## config.mk

```make
export PLATFORM = sky130hd
export DESIGN_NAME = clk_gen_ctrl
export DESIGN_NICKNAME = d
export VERILOG_FILES = /design/src/rtl/clk_gen_ctrl.sv
export SDC_FILE = /design/constraint.sdc
export NUM_CORES = 1
export LEC_CHECK = 0
export ABC_CLOCK_PERIOD_IN_PS = 4800
export CAP_MARGIN = 5
export CORE_MARGIN = 5
export CORE_UTILIZATION = 56
export CTS_CLUSTER_DIAMETER = 50
export DETAILED_ROUTE_END_ITERATION = 16
export GPL_TIMING_DRIVEN = 1
export PLACE_DENSITY = 0.82
export SLEW_MARGIN = 0
export SYNTH_ARGS = -nofsm -noshare
export SYNTH_HDL_FRONTEND = slang
export SYNTH_SLANG_ARGS = --single-unit
```

## constraint.sdc

```tcl
create_clock -name clk_32f -period 4.8 [get_ports clk_32f]
set_clock_uncertainty 0.1 [all_clocks]
set_input_delay 0.96 -clock clk_32f [delete_from_list [all_inputs] [get_ports clk_32f]]
set_output_delay 0.96 -clock clk_32f [all_outputs]
set_load 0.01 [all_outputs]
```

## src/rtl/clk_gen_ctrl.sv

```systemverilog
// Run/stop sequencer and clock-enable scheduler for the 4f/2f/f divided clocks of clk_32f.
// Every output is a flop, so downstream logic sees glitch-free clocks and strobes.
module clk_gen_ctrl #(
  parameter int unsigned LOCK_PERIODS = 1  // legal range 1..15
) (
  input  logic       clk_32f,
  input  logic       reset,
  input  logic       start,
  input  logic       stop,
  input  logic [2:0] en_mask,
  output logic       clk_4f,
  output logic       clk_2f,
  output logic       clk_f,
  output logic       stb_4f,
  output logic       stb_2f,
  output logic       stb_f,
  output logic       locked,
  output logic [1:0] state
);

  typedef enum logic [1:0] {
    StIdle  = 2'b00,
    StRun   = 2'b01,
    StDrain = 2'b10
  } state_e;

  localparam logic [3:0] LockTarget = 4'(LOCK_PERIODS);

  state_e     state_q, state_d;
  logic [4:0] cnt_q, cnt_d;
  logic [2:0] en_q, en_d;
  logic [3:0] lock_q, lock_d;
  logic       wrap;
  logic       run_d;

  logic clk_4f_d, clk_2f_d, clk_f_d;
  logic stb_4f_d, stb_2f_d, stb_f_d;
  logic locked_d;

  assign wrap = (cnt_q == 5'd31);

  always_comb begin
    state_d = state_q;
    cnt_d   = cnt_q;
    en_d    = en_q;
    lock_d  = lock_q;
    unique case (state_q)
      StIdle: begin
        cnt_d  = 5'd0;
        lock_d = 4'd0;
        // stop has priority over a simultaneous start
        if (start && !stop) begin
          state_d = StRun;
          en_d    = en_mask;
        end
      end
      StRun: begin
        cnt_d = cnt_q + 5'd1;
        if (stop) begin
          state_d = StDrain;
          lock_d  = 4'd0;
        end else if (wrap) begin
          // enables only change at a full clk_f boundary, so no runt pulses
          en_d = en_mask;
          if (lock_q < LockTarget) begin
            lock_d = lock_q + 4'd1;
          end
        end
      end
      StDrain: begin
        cnt_d  = cnt_q + 5'd1;
        lock_d = 4'd0;
        if (wrap) begin
          state_d = StIdle;
          cnt_d   = 5'd0;
          en_d    = 3'b000;
        end
      end
      default: begin
        state_d = StIdle;
        cnt_d   = 5'd0;
        en_d    = 3'b000;
        lock_d  = 4'd0;
      end
    endcase
  end

  // Outputs are decoded from next-state so the flops match cnt_q/en_q in the same cycle.
  always_comb begin
    run_d    = (state_d != StIdle);
    clk_4f_d = run_d & en_d[0] & cnt_d[2];
    clk_2f_d = run_d & en_d[1] & cnt_d[3];
    clk_f_d  = run_d & en_d[2] & cnt_d[4];
    stb_4f_d = run_d & en_d[0] & (cnt_d[2:0] == 3'b100);
    stb_2f_d = run_d & en_d[1] & (cnt_d[3:0] == 4'b1000);
    stb_f_d  = run_d & en_d[2] & (cnt_d == 5'b10000);
    locked_d = (state_d == StRun) & (lock_d == LockTarget);
  end

  always_ff @(posedge clk_32f) begin
    if (reset) begin
      state_q <= StIdle;
      cnt_q   <= 5'd0;
      en_q    <= 3'b000;
      lock_q  <= 4'd0;
      clk_4f  <= 1'b0;
      clk_2f  <= 1'b0;
      clk_f   <= 1'b0;
      stb_4f  <= 1'b0;
      stb_2f  <= 1'b0;
      stb_f   <= 1'b0;
      locked  <= 1'b0;
    end else begin
      state_q <= state_d;
      cnt_q   <= cnt_d;
      en_q    <= en_d;
      lock_q  <= lock_d;
      clk_4f  <= clk_4f_d;
      clk_2f  <= clk_2f_d;
      clk_f   <= clk_f_d;
      stb_4f  <= stb_4f_d;
      stb_2f  <= stb_2f_d;
      stb_f   <= stb_f_d;
      locked  <= locked_d;
    end
  end

  assign state = state_q;

endmodule
```

Word-level counts from Yosys, hierarchy flattened
Cells that the tools add are included.
{"block": "op_classes", "addsub": 2, "order_cmp": 1, "n_eq_ne": 8, "mux": 15, "n_bitwise": 10, "reduce_logical": 4}
{"operator": "two-way mux 4 bit", "count": 4}
{"operator": "two-way mux 3 bit", "count": 4}
{"operator": "AND 1 bit", "count": 10}
{"operator": "== test 5 bit, second input constant", "count": 2}
{"operator": "case mux 5 bit (2 select lines)", "count": 1}
{"operator": "case mux 3 bit (3 select lines)", "count": 1}
{"operator": "two-way mux 2 bit", "count": 3}
{"operator": "case mux 2 bit (3 select lines)", "count": 1}
{"operator": "adder 5 x 1 -> 5 bit, second input constant", "count": 1}
{"operator": "two-way mux 5 bit", "count": 1}
{"operator": "adder 4 x 1 -> 4 bit, second input constant", "count": 1}
{"operator": "== test 2 x 1 -> 1 bit, second input constant", "count": 2}
{"operator": "== test 4 x 1 -> 1 bit, second input constant", "count": 1}
{"operator": "== test 4 bit, second input constant", "count": 1}
{"operator": "< comparator 4 x 1 -> 1 bit, second input constant", "count": 1}
{"operator": "== test 3 bit, second input constant", "count": 1}
{"operator": "== test 2 bit, second input constant", "count": 1}
{"operator": "logical NOT 2 bit", "count": 1}
{"operator": "nonzero test 2 bit", "count": 1}
{"operator": "logical AND 1 bit", "count": 1}
{"operator": "logical NOT 1 bit", "count": 1}
{"block": "word_totals", "regBits": 21, "input_bits": 7}

Depth between registers and ports, before layout
Gate-level depths: netlist (run 1).
{"block": "logic_depth", "ltp_word": 7, "depth_mapped": 7}

Worst setup path before layout (run 1)
No wires, ideal clock.
{"block": "synth_path", "path_kind": "input to register", "startpoint": "input stop", "endpoint": "register stb_2f", "setup_time_ps": 133, "arrival_ps": 1754, "required_time_ps": 4567, "path_slack_ps": 2813, "cell_stages": 4, "path_cell_list": "nand2b_4 > a221o_2 > a22oi_1 > nor4_1"}
{"block": "synth_between", "elab_chain_len": 7, "elab_cells_between_ends": 11, "classes_between": "mux: 6; bitwise: 2; reduce/logical: 3"}
{"item": "start: declaration", "line_no": "9", "text": "input logic stop,"}
{"item": "logical NOT 1 bit", "line_no": "52", "text": "if (start && !stop) begin"}
{"item": "logical AND 1 bit", "line_no": "52"}
{"item": "two-way mux 2 bit", "line_no": "52"}
{"item": "case mux 2 bit (3 select lines)", "line_no": "47", "text": "unique case (state_q)"}
{"item": "nonzero test 2 bit", "line_no": "90", "text": "run_d = (state_d != StIdle);"}
{"item": "AND 1 bit * (2 in series)", "line_no": "95", "text": "stb_2f_d = run_d & en_d[1] & (cnt_d[3:0] == 4'b1000);"}
{"item": "end signal: assignment", "line_no": "122", "text": "stb_2f <= stb_2f_d;"}
{"item": "end: declaration", "line_no": "15", "text": "output logic stb_2f,"}
Mark *: on every way between the ends. The rest lies on a longest branch, timed or not.
A chain may end at the register's enable or synchronous reset.

Final worst setup path (run 1)
Same ends and word-level chain as after synthesis.

==> run_results.csv, run 1 <==
group,metric,value,unit
status,status,"finished clean",
worst_setup_path,crit_start,"stop",
power,seqPwrFrac,56.1,%
yosys,synthArstFlopShare,0,%
global_routing,grt_first_pass_wirelength,3480,um
worst_setup_path,crit_path_cell_trace,"clkdlybuf4s50_1 > nand2b_4 > a221o_2 > a22oi_1 > nor4_1",
yosys,post-synth-top-area-fraction,37.8,%
clock_network,htree_levels,1,
floorplanning,die_w,54.6,um
power,clkPwrFrac,26.9,%
yosys,synth_ff_type,"dfxtp_1",
placement,port_buffers,15,
timing,period_share,50.6,%
worst_setup_path,crit_fanout,7,
detailed_routing,viasPerCell,5.40,
worst_setup_path,cp-end-kind,"register",
worst_setup_path,critPathRequiredTime,4.89,ns
detailed_routing,wirelength,2030,um
final_layout,fin_area,1300,um2
floorplanning,coreArea,1920,um2
placement,hpwl,1610,um
floorplanning,die-area,2980,um2
yosys,syn_nets,129,
yosys,postSynthCellCount,113,
power,p_sw_share,27.1,%
worst_setup_path,reg2reg_to,"stb_4f",
power,p_sw,0.0872,mW
worst_setup_path,critPathKind,"input port to register",
timing,rsz0062_at_grt,"no",
worst_setup_path,start_kind,"input port",
global_routing,antenna_found_initial,0,
power,p_int,0.234,mW
global_routing,grt_max_degree,13,
final_layout,drive_gt1_share,17.3,%
detailed_routing,vias,832,
timing,worst_slew_pin_slew,0.394,ns
detailed_routing,wl_per_cell,13.2,um
timing,finalSetupTns,0,ns
floorplanning,row_count,16,
floorplanning,start_util,57.9,%
detailed_routing,antenna_left,0,
timing,whs,0.391,ns
clock_network,clk_pin_slew,0.12,ns
final_layout,antenna_cells,0,
power,comb_power_share,17.1,%
timing,min_period,2.43,ns
worst_setup_path,crit_slowest_cell,"clkdlybuf4s50_1",
final_layout,finalNetCount,144,
yosys,synthTopCellsByCount,"21 x dfxtp_1, 16 x nor2_1, 9 x ha_1, 6 x inv_1",
placement,placed_cells,150,
worst_setup_path,cp-endpoint,"stb_2f",
clock_network,cts_hold_buf,0,
detailed_routing,drt_first_iter_violations,10,
final_layout,utilization,67.6,%
yosys,synth_edf_count,0,
clock_network,cts_buffer_depth,2,
timing,hold_viol_final,0,
final_layout,fin_cells,154,
worst_setup_path,rr_worst_depth,7,
worst_setup_path,path_delay_family,"compound AO/OA/AOI/OAI gates",
power,p_leak,0.489,nW
power,peakVddDrop,0.000181,V
yosys,syn_avg_cell_area,9.84,um2
worst_setup_path,crit_path_max_incr_delay,0.59,ns
min_path,hold_depth,1,
yosys,yosys_warnings,0,
timing,setup_slack,2.37,ns
timing,setup_violations,0,
placement,place_congestion,0.819,
placement,place_area,1270,um2
worst_setup_path,crit_arrival,2.52,ns
floorplanning,io_pins,16,
timing,slew_violations,0,
worst_setup_path,r2r_slack,2.65,ns
power,power_density,247,nW/um2
clock_network,cts_tree,"yes",
clock_network,cts_sinks,21,
yosys,synth_area_leaders,"dfxtp_1 38%, ha_1 10%, nor2_1 5.4%",
clock_network,post_cts_resized,0,
detailed_routing,firstDrtPassIters,4,
min_path,hold_path.class,"register to register",
yosys,syn_area,1110,um2
placement,pre_cts_slack,2.05,ns
detailed_routing,drc,0,
yosys,synth-seq-cells,21,
yosys,synth_top_area_cell,"dfxtp_1",
clock_network,cts_setup_buffers,0,
clock_network,cts_buffers,3,
worst_setup_path,cp.buffers_inverters,1,
yosys,yosysSeqAreaShare,37.8,%
final_layout,area_growth,16.8,%
yosys,synth_cell_types,41,
global_routing,grt_overflow,0,
power,power,0.321,mW
global_routing,track_usage,16.2,%
worst_setup_path,r2r_start,"cnt_q[0]",
timing,relSlewSlack,73.8,%
flow_run,drv_cap,0,
floorplanning,fp.dieH,54.6,um
timing,timing.fmax,411,MHz
global_routing,grt_pass1_vias,803,
clock_network,cts_root_buffer,"clkbuf_4",
yosys,yosysMostFrequentCell,"dfxtp_1",
clock_network,clkLatencyLatePin,0.30,ns
worst_setup_path,path_depth,5,
## cell usage in the layout (no fill, tap or decap), drive strengths merged
| cell type | instances |
|---|---|
| dfxtp | 21 |
| nor2 | 16 |
| clkdlybuf4s50 | 15 |
| ha | 9 |
| inv | 6 |
| nor4 | 5 |
| nand3 | 4 |
| xnor2 | 4 |
| nand2b | 4 |
| nor2b | 4 |
| and3 | 3 |
| nor3 | 3 |
| clkbuf | 3 |
| a22oi | 3 |
| a21oi | 2 |
| nor3b | 2 |
| mux2i | 2 |
| nand2 | 2 |
| a221oi | 2 |
| and2 | 2 |
| or3 | 2 |
| o21ai | 2 |
| o211ai | 1 |
| or2 | 1 |
| a21o | 1 |
| and2b | 1 |
| a221o | 1 |
| o32a | 1 |
| a31o | 1 |
| nor4b | 1 |
| a211oi | 1 |
| a2111oi | 1 |
| clkinv | 1 |
## how the worst min path moves through the flow
| stage | from | endpoint | slack (ns) |
|---|---|---|---|
| after floorplan | lock_q[2] | lock_q[2] | 0.34 |
| after detailed placement | lock_q[2] | lock_q[2] | 0.38 |
| final | cnt_q[0] | cnt_q[0] | 0.39 |
| after global routing | lock_q[3] | lock_q[3] | 0.42 |
| after global placement | lock_q[2] | lock_q[2] | 0.35 |
| after CTS | cnt_q[0] | cnt_q[0] | 0.40 |
## routing by layer
metal / vias to the layer above / GRT usage, % / part of all wire (%)
li1: 428 / - / -
met1: 386 / 20.2 / 48
met2: 12 / 26.7 / 47
met3: 6 / 2.45 / 2.5
met4: 0 / 8.71 / 2.5
met5: - / 0 / 0
## state kept, by name, indices dropped and copies added, names as in the netlist
name / flops
cnt_q: 5
en_q: 3
stb_f: 1
stb_2f: 1
lock_q: 4
locked: 1
clk_4f: 1
state: 2
clk_f: 1
stb_4f: 1
clk_2f: 1
## power by group through the flow
stage	sequential [mW]	combinational, mW	clock, mW
finish	0.180	0.0548	0.0862
global route	0.181	0.0597	0.0994
CTS	0.180	0.0552	0.0888
detailed placement	0.184	0.0550	0
global placement	0.184	0.0535	0
floorplan	0.184	0.0402	0
## area by class of cell
class / instances / area (um2)
fillers: 168 / 623
multi-input cells: 81 / 644
well taps: 27 / 33.8
clock inverters: 1 / 5.00
inverters: 6 / 22.5
clock buffers: 3 / 22.5
flip-flops and latches: 21 / 420
repair buffers: 15 / 150
## cells by family after synthesis
family	share of synthesized area, %
compound gates	14.5
xor+xnor	3.15
buf+inv	4.27
fa+ha+maj	10.1
flops	37.8
mux	1.80
simple gates	28.3
Power figures use the tool's default switching activity.
==> inputs of run 2 (changes only) <==
ABC_CLOCK_PERIOD_IN_PS = 2200   (was 4800)
CORE_UTILIZATION = 47   (was 56)
PLACE_DENSITY = 0.73   (was 0.82)
clock period = 2.2 ns   (was 4.8 ns; I/O delays follow)
==> run_results.csv, run 2 (synthesis results as in run 1) <==
group,metric,value,unit
detailed_routing,drt_first_iter_violations,19,
detailed_routing,drc,0,
clock_network,clkLatencyLatePin,0.31,ns
power,peakVddDrop,0.000324,V
worst_setup_path,reg2reg_to,"stb_4f",
worst_setup_path,crit_path_cell_trace,"ha_2 > and3_1 > ha_2 > nand2b_4 > a221o_2 > a22oi_2 > nor4_4",
detailed_routing,antenna_left,0,
global_routing,grt_overflow,0,
floorplanning,start_util,49.8,%
final_layout,drive_gt1_share,22.3,%
timing,relSlewSlack,71.8,%
floorplanning,coreArea,2230,um2
floorplanning,row_count,17,
clock_network,cts_buffer_depth,2,
timing,hold_viol_final,0,
floorplanning,die-area,3440,um2
worst_setup_path,crit_fanout,4,
min_path,hold_depth,1,
worst_setup_path,critPathRequiredTime,2.29,ns
placement,pre_cts_slack,0.00718,ns
timing,setup_slack,0.109,ns
detailed_routing,wirelength,2210,um
global_routing,antenna_found_initial,0,
clock_network,cts_buffers,3,
clock_network,cts_tree,"yes",
final_layout,largest_register,"cnt_q",
final_layout,antenna_cells,0,
final_layout,final-seq-area,422,um2
clock_network,cts_sinks,21,
final_layout,fill_cells,200,
worst_setup_path,start_kind,"register",
timing,timing.fmax,478,MHz
final_layout,fin_area,1340,um2
worst_setup_path,r2r_start,"cnt_q[1]",
detailed_routing,viasPerCell,5.46,
global_routing,grt_max_degree,13,
flow_run,drv_cap,0,
global_routing,track_usage,15.1,%
timing,worst_slew_pin_slew,0.423,ns
clock_network,cts_root_buffer,"clkbuf_4",
final_layout,finalNetCount,147,
final_layout,final_common_cell,"dfxtp_1",
power,power_density,529,nW/um2
detailed_routing,vias,863,
timing,min_period,2.09,ns
placement,place_area,1290,um2
min_path,min_to,"cnt_q[0]",
final_layout,area_growth,20.5,%
final_layout,most-common-layout-cells,"20 x dfxtp_1, 15 x nor2_1, 15 x clkdlybuf4s50_1, 7 x ha_1, 6 x inv_1",
floorplanning,die_w,58.7,um
placement,port_buffers,15,
clock_network,clk_pin_slew,0.11,ns
placement,place_congestion,0.755,
worst_setup_path,cp_common_cell,"ha_2",
min_path,hp-start,"cnt_q[0]",
detailed_routing,wl_per_cell,14.0,um
final_layout,top_regs,"cnt_q x5, lock_q x4, en_q x3",
timing,whs,0.343,ns
status,status,"finished clean",
timing,period_share,95.0,%
global_routing,grt_first_pass_wirelength,3840,um
clock_network,htree_levels,1,
timing,slew_violations,0,
worst_setup_path,cp-end-kind,"register",
final_layout,largest_reg_flops,5,
worst_setup_path,crit_slowest_cell,"a221o_2",
final_layout,multi_input_area,661,um2
clock_network,cts_setup_buffers,0,
placement,hpwl,1770,um
worst_setup_path,crit_path_max_incr_delay,0.40,ns
worst_setup_path,critPathKind,"register to register",
power,p_leak,0.506,nW
worst_setup_path,rr_worst_depth,7,
min_path,hold_path.class,"register to register",
global_routing,grt_pass1_vias,870,
worst_setup_path,path_delay_family,"compound AO/OA/AOI/OAI gates",
detailed_routing,firstDrtPassIters,4,
timing,setup_violations,0,
worst_setup_path,r2r_slack,0.11,ns
worst_setup_path,crit_arrival,2.18,ns
worst_setup_path,cp.buffers_inverters,0,
floorplanning,fp.dieH,58.7,um
floorplanning,io_pins,16,
==> run 2: cell types whose count changed in the layout (fill, tap and decap cells not counted), sizes merged <==
cell,previous run,this run
buf,0,3
==> run 2: area by class of cell <==
type | instances | share of cell area, %
Tap cell | 28 | 2.61
Clock buffer | 3 | 1.68
Timing Repair Buffer | 18 | 12.9
Clock inverter | 1 | 0.373
Multi-Input combinational cell | 81 | 49.3
Sequential cell | 21 | 31.5
Inverter | 6 | 1.68
==> run 2: how the worst max path moves through the flow <==
stage                   from     end  cells after the start  slack [ns]
floorplan           cnt_q[0]  stb_4f                      7        0.22
global placement    cnt_q[0]   stb_f                      7        0.08
detailed placement  cnt_q[1]   stb_f                      7       0.007
CTS                 cnt_q[1]  stb_2f                      7        0.07
global route        cnt_q[1]   stb_f                      7      -0.004
finish              cnt_q[1]  stb_4f                      7        0.11
==> run 2: power by group <==
part           internal, mW  switching, mW
Sequential            0.387        0.00629
Combinational        0.0597         0.0689
Clock                0.0679          0.120
Total                 0.514          0.195
==> run 2: layer usage <==
layer | global-route usage (%) | share of wire [%] | vias up
met5 | 0 | 0 | -
met4 | 9.71 | 3.1 | 0
met3 | 3.07 | 5.1 | 6
met2 | 24.7 | 47 | 18
met1 | 17.8 | 44 | 405
li1 | - | - | 434
==> run 2: timing repair <==
action,4_1_cts,5_1_grt
pin swaps,0,1
cloned,0,0
setup endpoints to repair,1,4
hold buffers,0,0
gates resized for setup,1,4
==> run 2: stage by stage <==
step / power (mW) / utilization (%) / cells / setup TNS (ns)
floorplan: 0.489 / - / 113 / 0
global placement: 0.522 / 58.0 / 154 / 0
detailed placement: 0.527 / 58.0 / 154 / 0
CTS: 0.714 / 59.3 / 158 / 0
global route: 0.749 / 60.0 / 158 / -0.00482
finish: 0.709 / 60.0 / 158 / 0
==> run 2: worst register-to-register path, delay by kind of cell, from the launching register on <==
kind	cells	cell delay, ns
DFF	1	0.39
adders and majority gates	2	0.48
AOI/OAI and AO/OA	2	0.69
and+or+nand+nor	3	0.32
==> inputs of run 3 (changes only) <==
SKIP_LAST_GASP = 1   (was not set)
==> results of run 3 <==
Final layout, timing and power as in run 2 (identical DEF).
